File: config.mk
export PLATFORM = sky130hd
export DESIGN_NAME = inst_mem_responder_flat
export DESIGN_NICKNAME = d
export VERILOG_FILES = /design/src/rtl/inst_mem_responder_if.sv /design/src/rtl/inst_mem_responder.sv /design/src/flat_wrapper.sv
export SDC_FILE = /design/constraint.sdc
export NUM_CORES = 1
export LEC_CHECK = 0
export BUFFER_PORTS_ARGS = -buffer_cell sky130_fd_sc_hd__buf_2
export CORE_UTILIZATION = 42
export DETAILED_ROUTE_END_ITERATION = 10
export GPL_ROUTABILITY_DRIVEN = 1
export PLACE_DENSITY = 0.64
export SLEW_MARGIN = 40
export SYNTH_ARGS = -nofsm -noshare
export SYNTH_HDL_FRONTEND = slang
export SYNTH_SLANG_ARGS = --single-unit
File: constraint.sdc
create_clock -name clk -period 2.4 [get_ports clk]
set_input_delay 0.6 -clock clk [delete_from_list [all_inputs] [get_ports clk]]
set_output_delay 0.6 -clock clk [all_outputs]
set_load 0.1 [all_outputs]
File: src/rtl/inst_mem_responder_if.sv
// Instruction-miss bus bundle: fetch request/response, i-cache fill port
// and the shared byte-wide RAM bus.
interface inst_mem_responder_if #(
  parameter int ADDR_W     = 32,
  parameter int RAM_ADDR_W = 17
);
  // Fetch side
  logic                  instEn;
  logic [ADDR_W-1:0]     instAddr;
  logic                  hit;
  logic                  memInstOutEn;
  logic [31:0]           memInst;
  // I-cache fill port
  logic                  cacheWrEn;
  logic [ADDR_W-1:0]     cacheWrAddr;
  logic [31:0]           cacheWrInst;
  // RAM bus, shared with the data-side controller
  logic                  memBusy;
  logic [7:0]            ram_din;
  logic [RAM_ADDR_W-1:0] ram_addr;
  logic                  ram_rw;
  logic                  ifBusBusy;

  // The responder itself
  modport slave (
    input  instEn, instAddr, hit, memBusy, ram_din,
    output memInstOutEn, memInst, cacheWrEn, cacheWrAddr, cacheWrInst,
           ram_addr, ram_rw, ifBusBusy
  );

  // Fetch stage / RAM / arbiter side
  modport master (
    output instEn, instAddr, hit, memBusy, ram_din,
    input  memInstOutEn, memInst, cacheWrEn, cacheWrAddr, cacheWrInst,
           ram_addr, ram_rw, ifBusBusy
  );
endinterface

File: src/rtl/inst_mem_responder.sv
// Instruction-miss responder: reads four bytes from the byte-wide RAM,
// assembles a little-endian word, returns it to fetch as a one-cycle pulse
// and fills the i-cache with the same word.
module inst_mem_responder #(
  parameter int ADDR_W     = 32,
  parameter int RAM_ADDR_W = 17
) (
  input  logic                  clk,
  input  logic                  rst,
  inst_mem_responder_if.slave   bus
);

  typedef enum logic [1:0] {
    S_IDLE = 2'd0,
    S_WAIT = 2'd1,
    S_READ = 2'd2,
    S_DONE = 2'd3
  } state_t;

  state_t                state_q, state_d;
  logic                  pending_q, pending_d;
  logic [ADDR_W-1:0]     base_q, base_d;
  // issue counts addresses already presented (1..4); rcv indexes the byte
  // expected on ram_din at this edge (0..3).
  logic [2:0]            issue_q, issue_d;
  logic [1:0]            rcv_q, rcv_d;
  // The RAM has one cycle of read latency, so the first edge in READ only
  // arms capture; bytes are taken from the following edge onward.
  logic                  armed_q, armed_d;
  logic [7:0]            byte_q [3];
  logic [7:0]            byte_d [3];
  logic                  capture_en;

  logic [RAM_ADDR_W-1:0] ram_addr_q, ram_addr_d;
  logic                  if_bus_busy_q, if_bus_busy_d;
  logic                  out_en_q, out_en_d;
  logic [31:0]           mem_inst_q, mem_inst_d;
  logic                  cache_wr_en_q, cache_wr_en_d;
  logic [ADDR_W-1:0]     cache_wr_addr_q, cache_wr_addr_d;
  logic [31:0]           cache_wr_inst_q, cache_wr_inst_d;
  logic [31:0]           word;

  // Bytes 0..2 are parked in registers; byte 3 is used straight off ram_din.
  assign capture_en = (state_q == S_READ) && armed_q;
  assign word       = {bus.ram_din, byte_q[2], byte_q[1], byte_q[0]};

  generate
    for (genvar gi = 0; gi < 3; gi++) begin : g_byte
      localparam logic [1:0] IDX = 2'(gi);

      // Capture this lane when the receive index reaches it.
      always_comb begin
        byte_d[gi] = byte_q[gi];
        if (capture_en && (rcv_q == IDX)) begin
          byte_d[gi] = bus.ram_din;
        end
      end

      // Byte lane register.
      always_ff @(posedge clk) begin
        if (rst) begin
          byte_q[gi] <= 8'h00;
        end else begin
          byte_q[gi] <= byte_d[gi];
        end
      end
    end
  endgenerate

  // Next-state and registered-output logic for the fetch-miss sequence.
  always_comb begin
    state_d         = state_q;
    pending_d       = pending_q;
    base_d          = base_q;
    issue_d         = issue_q;
    rcv_d           = rcv_q;
    armed_d         = armed_q;
    ram_addr_d      = ram_addr_q;
    if_bus_busy_d   = if_bus_busy_q;
    out_en_d        = 1'b0;
    mem_inst_d      = mem_inst_q;
    cache_wr_en_d   = 1'b0;
    cache_wr_addr_d = cache_wr_addr_q;
    cache_wr_inst_d = cache_wr_inst_q;

    unique case (state_q)
      // IDLE and DONE both accept a new miss; DONE otherwise just drops
      // the one-cycle pulse (via the defaults above) and goes idle.
      S_IDLE, S_DONE: begin
        state_d = S_IDLE;
        if (bus.instEn && !bus.hit) begin
          base_d = bus.instAddr;
          if (bus.memBusy) begin
            pending_d = 1'b1;
            state_d   = S_WAIT;
          end else begin
            ram_addr_d    = bus.instAddr[RAM_ADDR_W-1:0];
            issue_d       = 3'd1;
            rcv_d         = 2'd0;
            armed_d       = 1'b0;
            if_bus_busy_d = 1'b1;
            state_d       = S_READ;
          end
        end
      end

      // Data side owns the bus; start reading as soon as it lets go.
      S_WAIT: begin
        if (!bus.memBusy) begin
          ram_addr_d    = base_q[RAM_ADDR_W-1:0];
          pending_d     = 1'b0;
          issue_d       = 3'd1;
          rcv_d         = 2'd0;
          armed_d       = 1'b0;
          if_bus_busy_d = 1'b1;
          state_d       = S_READ;
        end
      end

      // Once reading, memBusy is ignored: the four-byte burst completes.
      S_READ: begin
        if (issue_q < 3'd4) begin
          // Natural RAM_ADDR_W-bit wrap across the top of RAM.
          ram_addr_d = ram_addr_q + 1'b1;
          issue_d    = issue_q + 3'd1;
        end
        if (!armed_q) begin
          armed_d = 1'b1;
        end else begin
          rcv_d = rcv_q + 2'd1;
          if (rcv_q == 2'd3) begin
            mem_inst_d      = word;
            out_en_d        = 1'b1;
            cache_wr_en_d   = 1'b1;
            cache_wr_addr_d = base_q;
            cache_wr_inst_d = word;
            if_bus_busy_d   = 1'b0;
            state_d         = S_DONE;
          end
        end
      end

      default: begin
        state_d = S_IDLE;
      end
    endcase
  end

  // State and output registers; reset abandons any transaction in flight.
  always_ff @(posedge clk) begin
    if (rst) begin
      state_q         <= S_IDLE;
      pending_q       <= 1'b0;
      base_q          <= '0;
      issue_q         <= 3'd0;
      rcv_q           <= 2'd0;
      armed_q         <= 1'b0;
      ram_addr_q      <= '0;
      if_bus_busy_q   <= 1'b0;
      out_en_q        <= 1'b0;
      mem_inst_q      <= 32'h0;
      cache_wr_en_q   <= 1'b0;
      cache_wr_addr_q <= '0;
      cache_wr_inst_q <= 32'h0;
    end else begin
      state_q         <= state_d;
      pending_q       <= pending_d;
      base_q          <= base_d;
      issue_q         <= issue_d;
      rcv_q           <= rcv_d;
      armed_q         <= armed_d;
      ram_addr_q      <= ram_addr_d;
      if_bus_busy_q   <= if_bus_busy_d;
      out_en_q        <= out_en_d;
      mem_inst_q      <= mem_inst_d;
      cache_wr_en_q   <= cache_wr_en_d;
      cache_wr_addr_q <= cache_wr_addr_d;
      cache_wr_inst_q <= cache_wr_inst_d;
    end
  end

  assign bus.ram_addr     = ram_addr_q;
  assign bus.ram_rw       = 1'b0;
  assign bus.ifBusBusy    = if_bus_busy_q;
  assign bus.memInstOutEn = out_en_q;
  assign bus.memInst      = mem_inst_q;
  assign bus.cacheWrEn    = cache_wr_en_q;
  assign bus.cacheWrAddr  = cache_wr_addr_q;
  assign bus.cacheWrInst  = cache_wr_inst_q;

endmodule

File: src/flat_wrapper.sv
// flat-port wrapper written by rule: the top's interface ports become plain ports
module inst_mem_responder_flat 
#(
  parameter int ADDR_W     = 32,
  parameter int RAM_ADDR_W = 17
)
  (clk, rst, bus_instEn, bus_instAddr, bus_hit, bus_memBusy, bus_ram_din, bus_memInstOutEn, bus_memInst, bus_cacheWrEn, bus_cacheWrAddr, bus_cacheWrInst, bus_ram_addr, bus_ram_rw, bus_ifBusBusy);
  inst_mem_responder_if #(.ADDR_W(ADDR_W), .RAM_ADDR_W(RAM_ADDR_W)) bus_i ();
  input  logic clk;
  input  logic rst;
  input wire logic [$bits(bus_i.instEn)-1:0] bus_instEn;
  input wire logic [$bits(bus_i.instAddr)-1:0] bus_instAddr;
  input wire logic [$bits(bus_i.hit)-1:0] bus_hit;
  input wire logic [$bits(bus_i.memBusy)-1:0] bus_memBusy;
  input wire logic [$bits(bus_i.ram_din)-1:0] bus_ram_din;
  output wire logic [$bits(bus_i.memInstOutEn)-1:0] bus_memInstOutEn;
  output wire logic [$bits(bus_i.memInst)-1:0] bus_memInst;
  output wire logic [$bits(bus_i.cacheWrEn)-1:0] bus_cacheWrEn;
  output wire logic [$bits(bus_i.cacheWrAddr)-1:0] bus_cacheWrAddr;
  output wire logic [$bits(bus_i.cacheWrInst)-1:0] bus_cacheWrInst;
  output wire logic [$bits(bus_i.ram_addr)-1:0] bus_ram_addr;
  output wire logic [$bits(bus_i.ram_rw)-1:0] bus_ram_rw;
  output wire logic [$bits(bus_i.ifBusBusy)-1:0] bus_ifBusBusy;
  assign bus_i.instEn = bus_instEn;
  assign bus_i.instAddr = bus_instAddr;
  assign bus_i.hit = bus_hit;
  assign bus_i.memBusy = bus_memBusy;
  assign bus_i.ram_din = bus_ram_din;
  assign bus_memInstOutEn = bus_i.memInstOutEn;
  assign bus_memInst = bus_i.memInst;
  assign bus_cacheWrEn = bus_i.cacheWrEn;
  assign bus_cacheWrAddr = bus_i.cacheWrAddr;
  assign bus_cacheWrInst = bus_i.cacheWrInst;
  assign bus_ram_addr = bus_i.ram_addr;
  assign bus_ram_rw = bus_i.ram_rw;
  assign bus_ifBusBusy = bus_i.ifBusBusy;
  inst_mem_responder #(.ADDR_W(ADDR_W), .RAM_ADDR_W(RAM_ADDR_W)) u_core (.clk(clk), .rst(rst), .bus(bus_i));
endmodule
==> impl_metrics.ini <==
[status]
result_of_the_run = finished, final reports clean

[yosys]
post-synth-top-area-fraction = 0.466
ys.flop_type = dfxtp_1
ys_ff_latch = 147
synthArstFlopShare = 0
seq_total_area_yosys = 0.466
synth-warning-count = 0
synth_area_leaders = dfxtp_1 47%, nand2_1 13%, a21oi_1 9.5%, mux2i_1 4.3%, buf_4 4.0%
number_of_enable_type_register_cells_in_the_synthesized_netlist = 0
syn_area_um2 = 6310
synthCells = 790
syn-num-nets = 843
ys_types = 57
yosys.area.top_type = dfxtp_1
post_synth.cell_area_avg_um2 = 7.99

[setup_path]
timing.critical_path.max_delay_family = simple AND/OR/NAND/NOR gates
timing.critical_path.depth = 6
crit_path_start = u_core.state_q[0]
critPathMostFrequentCell = inv_1
cpPeakStageDelay_ns = 0.63
critical_path_class = reg -> reg
r2r_start = u_core.state_q[0]
critPathArrivalTime_ns = 2.38
worst-path-max-fanout = 32
critPathCapture = u_core.base_q[25]
ff2ff_setup_slack_ns = 0.36
timing.critical_path.buf_inv = 2
cp_cell_sequence = inv_1 -> ha_1 -> inv_1 -> or2_2 -> nand2_1 -> a21oi_1
timing.critical_path.from_type = flop
reg2reg_to = u_core.base_q[25]
reg2regPathDepth = 6
timing.critical_path.slowest_stage_cell = or2_2
worst_setup_path_end_kind = flop
worstPathRequired_ns = 2.74

[global_routing]
grt_overflow_total = 0
globalRouteTotalUtil = 0.206
number_of_global_route_vias_before_repair = 5023
grt_start_max_net_pins = 88
grt_antenna_before_repair = 0
grt_first_pass_wirelength_um = 25800

[routing]
total_number_of_vias = 5668
totalWireLength_um = 16000
drt-vias-per-instance = 5.15
route.detailed.wl_per_inst_um = 14.5
remaining_drc_errors = 0
first_iter_violations = 324
detailedRoute.firstPassIterationCount = 5
postRouteAntennaNets = 0

[floorplan]
rows = 44
initial_core_util = 0.432
die_h_um = 125
die_w_um = 125
core_um2 = 14600
ioPinCount = 162
fp.dieArea_um2 = 15500

[timing]
report.final.setup_viol = 0
max_freq_mhz = 491
report.final.slew_viol_count = 0
timing.final.crit_share = 0.848
setup_clock_skew_after_layout_ns = 0.0129
worst-slew-pin-transition_ns = 0.667
setup_total_negative_slack_ns = 0
slew_headroom = 0.555
period_needed_ns = 2.04
rsz0062_at_grt = false
final_report_hold_violation_count = 0

[clock_tree]
cts_buffer_depth = 2
tritoncts = yes
clock_sink_count = 147
clk-insertion-delay-late_ns = 0.42
cts_root_buf = clkbuf_16
htree_levels = 4
post_cts_resize_count = 0
clock_pin_slew_of_the_registers_on_the_worst_case_setup_and_hold_paths_ns = 0.06
postCtsHoldBufs = 0
post_cts_setup_buffers = 0
numCtsBuffers = 17

[cells_and_area]
drive_above_1_share = 0.251
seqCellArea_um2 = 2950
final_std_cells_w_o_fill = 1101
layout-area-overhead-vs-synth_pct = 20.5
final_nets = 958
multi_input_comb_area_um2 = 2850
antenna_cells_inserted = 0
fillCellCount = 1460

[place]
globalplace.congestion = 0.865
io_buffers = 160
place.detailed.instances = 1070
dp_hpwl_um = 10800

[min_path]
timing.hold.worst.class = in -> reg
hold_path.startpoint = bus_instAddr[24]

[pwr]
p_leak_nw = 3.27
vdd_ir_drop_max_mv = 0.854
pwr_density_cell_nw_per_um2 = 1040
report.power.total_mw = 7.89

[job]
max_cap_viol_count = 0
==> metal layers <==
layer	part of all wire	global-route usage
met4	0.012	0.0680
met3	0.061	0.0460
met2	0.44	0.311
met5	0	0
met1	0.49	0.290
==> cells by family after synthesis <==
| group | count (synthesis) | share of synthesized area |
|---|---|---|
| flops | 147 | 0.466 |
| buf+inv | 99 | 0.0837 |
| compound gates | 196 | 0.181 |
| fa+ha+maj | 8 | 0.0159 |
| mux | 27 | 0.0428 |
| simple gates | 307 | 0.203 |
| other cells | 1 | 0.000594 |
| xor+xnor | 5 | 0.00694 |
==> cell type report <==
type                    count  area share
clock inverters            12      0.0109
repair buffers            185       0.134
well taps                 184      0.0303
multi-input cells         544       0.374
clock buffers              19      0.0583
inverters                  10     0.00494
flip-flops and latches    147       0.387
==> cell usage after synthesis, drive strengths merged (2+ instances only) <==
cell	number
a211oi	6
a21oi	122
a221o	2
a221oi	3
a22oi	4
a31oi	2
and2	2
and3	5
and4	3
buf	55
clkbuf	34
dfxtp	147
ha	8
inv	10
mux2i	27
nand2	225
nand2b	2
nand3	14
nand3b	3
nand4	3
nor2	38
nor2b	2
nor3	4
nor4	2
o211ai	11
o21a	2
o21ai	25
o221ai	2
o22ai	4
o41ai	2
or2	2
xnor2	2
xor2	3
==> worst min path at each step <==
stage | endpoint | slack, ns | cells past startpoint
2_1_floorplan | u_core.bus.cacheWrInst[0] | 0.43 | 2
3_3_place_gp | u_core.bus.cacheWrAddr[24] | 0.44 | 2
3_5_place_dp | u_core.bus.cacheWrAddr[23] | 0.44 | 2
4_1_cts | u_core.base_q[18] | 0.40 | 3
5_1_grt | u_core.base_q[19] | 0.41 | 3
6_report | u_core.base_q[24] | 0.42 | 3
==> where the power goes <==
part           switching, mW  internal, mW
logic                   1.84         0.797
clock network           1.03          1.34
registers              0.240          2.65
total                   3.10          4.79
==> worst min-delay path: stages <==
cell     delay, ns
buf_2         0.09
nand2_1       0.04
a21oi_1       0.05
==> registers in the layout, indices dropped and copies added (netlist names) <==
signal / count
u_core.armed_q: 1
u_core.base_q: 32
u_core.rcv_q: 2
u_core.bus.cacheWrAddr: 32
u_core.bus.ram_addr: 17
u_core.bus.ifBusBusy: 1
u_core.state_q: 2
u_core.bus.cacheWrInst: 32
u_core.issue_q: 3
u_core.byte_q: 24
u_core.bus.memInstOutEn: 1
==> stage by stage <==
stage	setup slack, ns	utilization	hold WS, ns	cell area (um^2)
6_report	0.365	0.521	0.419	7600
5_1_grt	0.199	0.521	0.407	7600
4_1_cts	0.368	0.521	0.397	7600
3_5_place_dp	0.382	0.485	0.443	7080
3_3_place_gp	0.415	0.485	0.439	7080
2_1_floorplan	0.121	-	0.432	6310
==> placed cells by master (no fill, tap or decap), types with 2 or more instances in the layout <==
master      instances
a211oi_1            6
a21oi_1           120
a221o_1             2
a221oi_1            3
a22oi_1             4
a31oi_1             2
and2_1              2
and3_1              4
and4_4              2
buf_12              2
buf_2             159
buf_4              24
clkbuf_16          17
clkinv_2            5
clkinv_4            2
clkinvlp_4          3
dfxtp_1           145
dfxtp_2             2
ha_1                8
inv_1              10
inv_6               2
mux2i_1            27
nand2_1           225
nand2b_1            2
nand3_1            12
nand3_2             2
nand3b_1            3
nand4_1             3
nor2_1             37
nor2b_1             2
nor3_1              4
nor4_1              2
o211ai_1           10
o21a_1              2
o21ai_0            24
o221ai_1            2
o22ai_1             4
o41ai_1             2
xnor2_1             2
xor2_1              3
No activity file was read; power rests on OpenSTA's default activity.
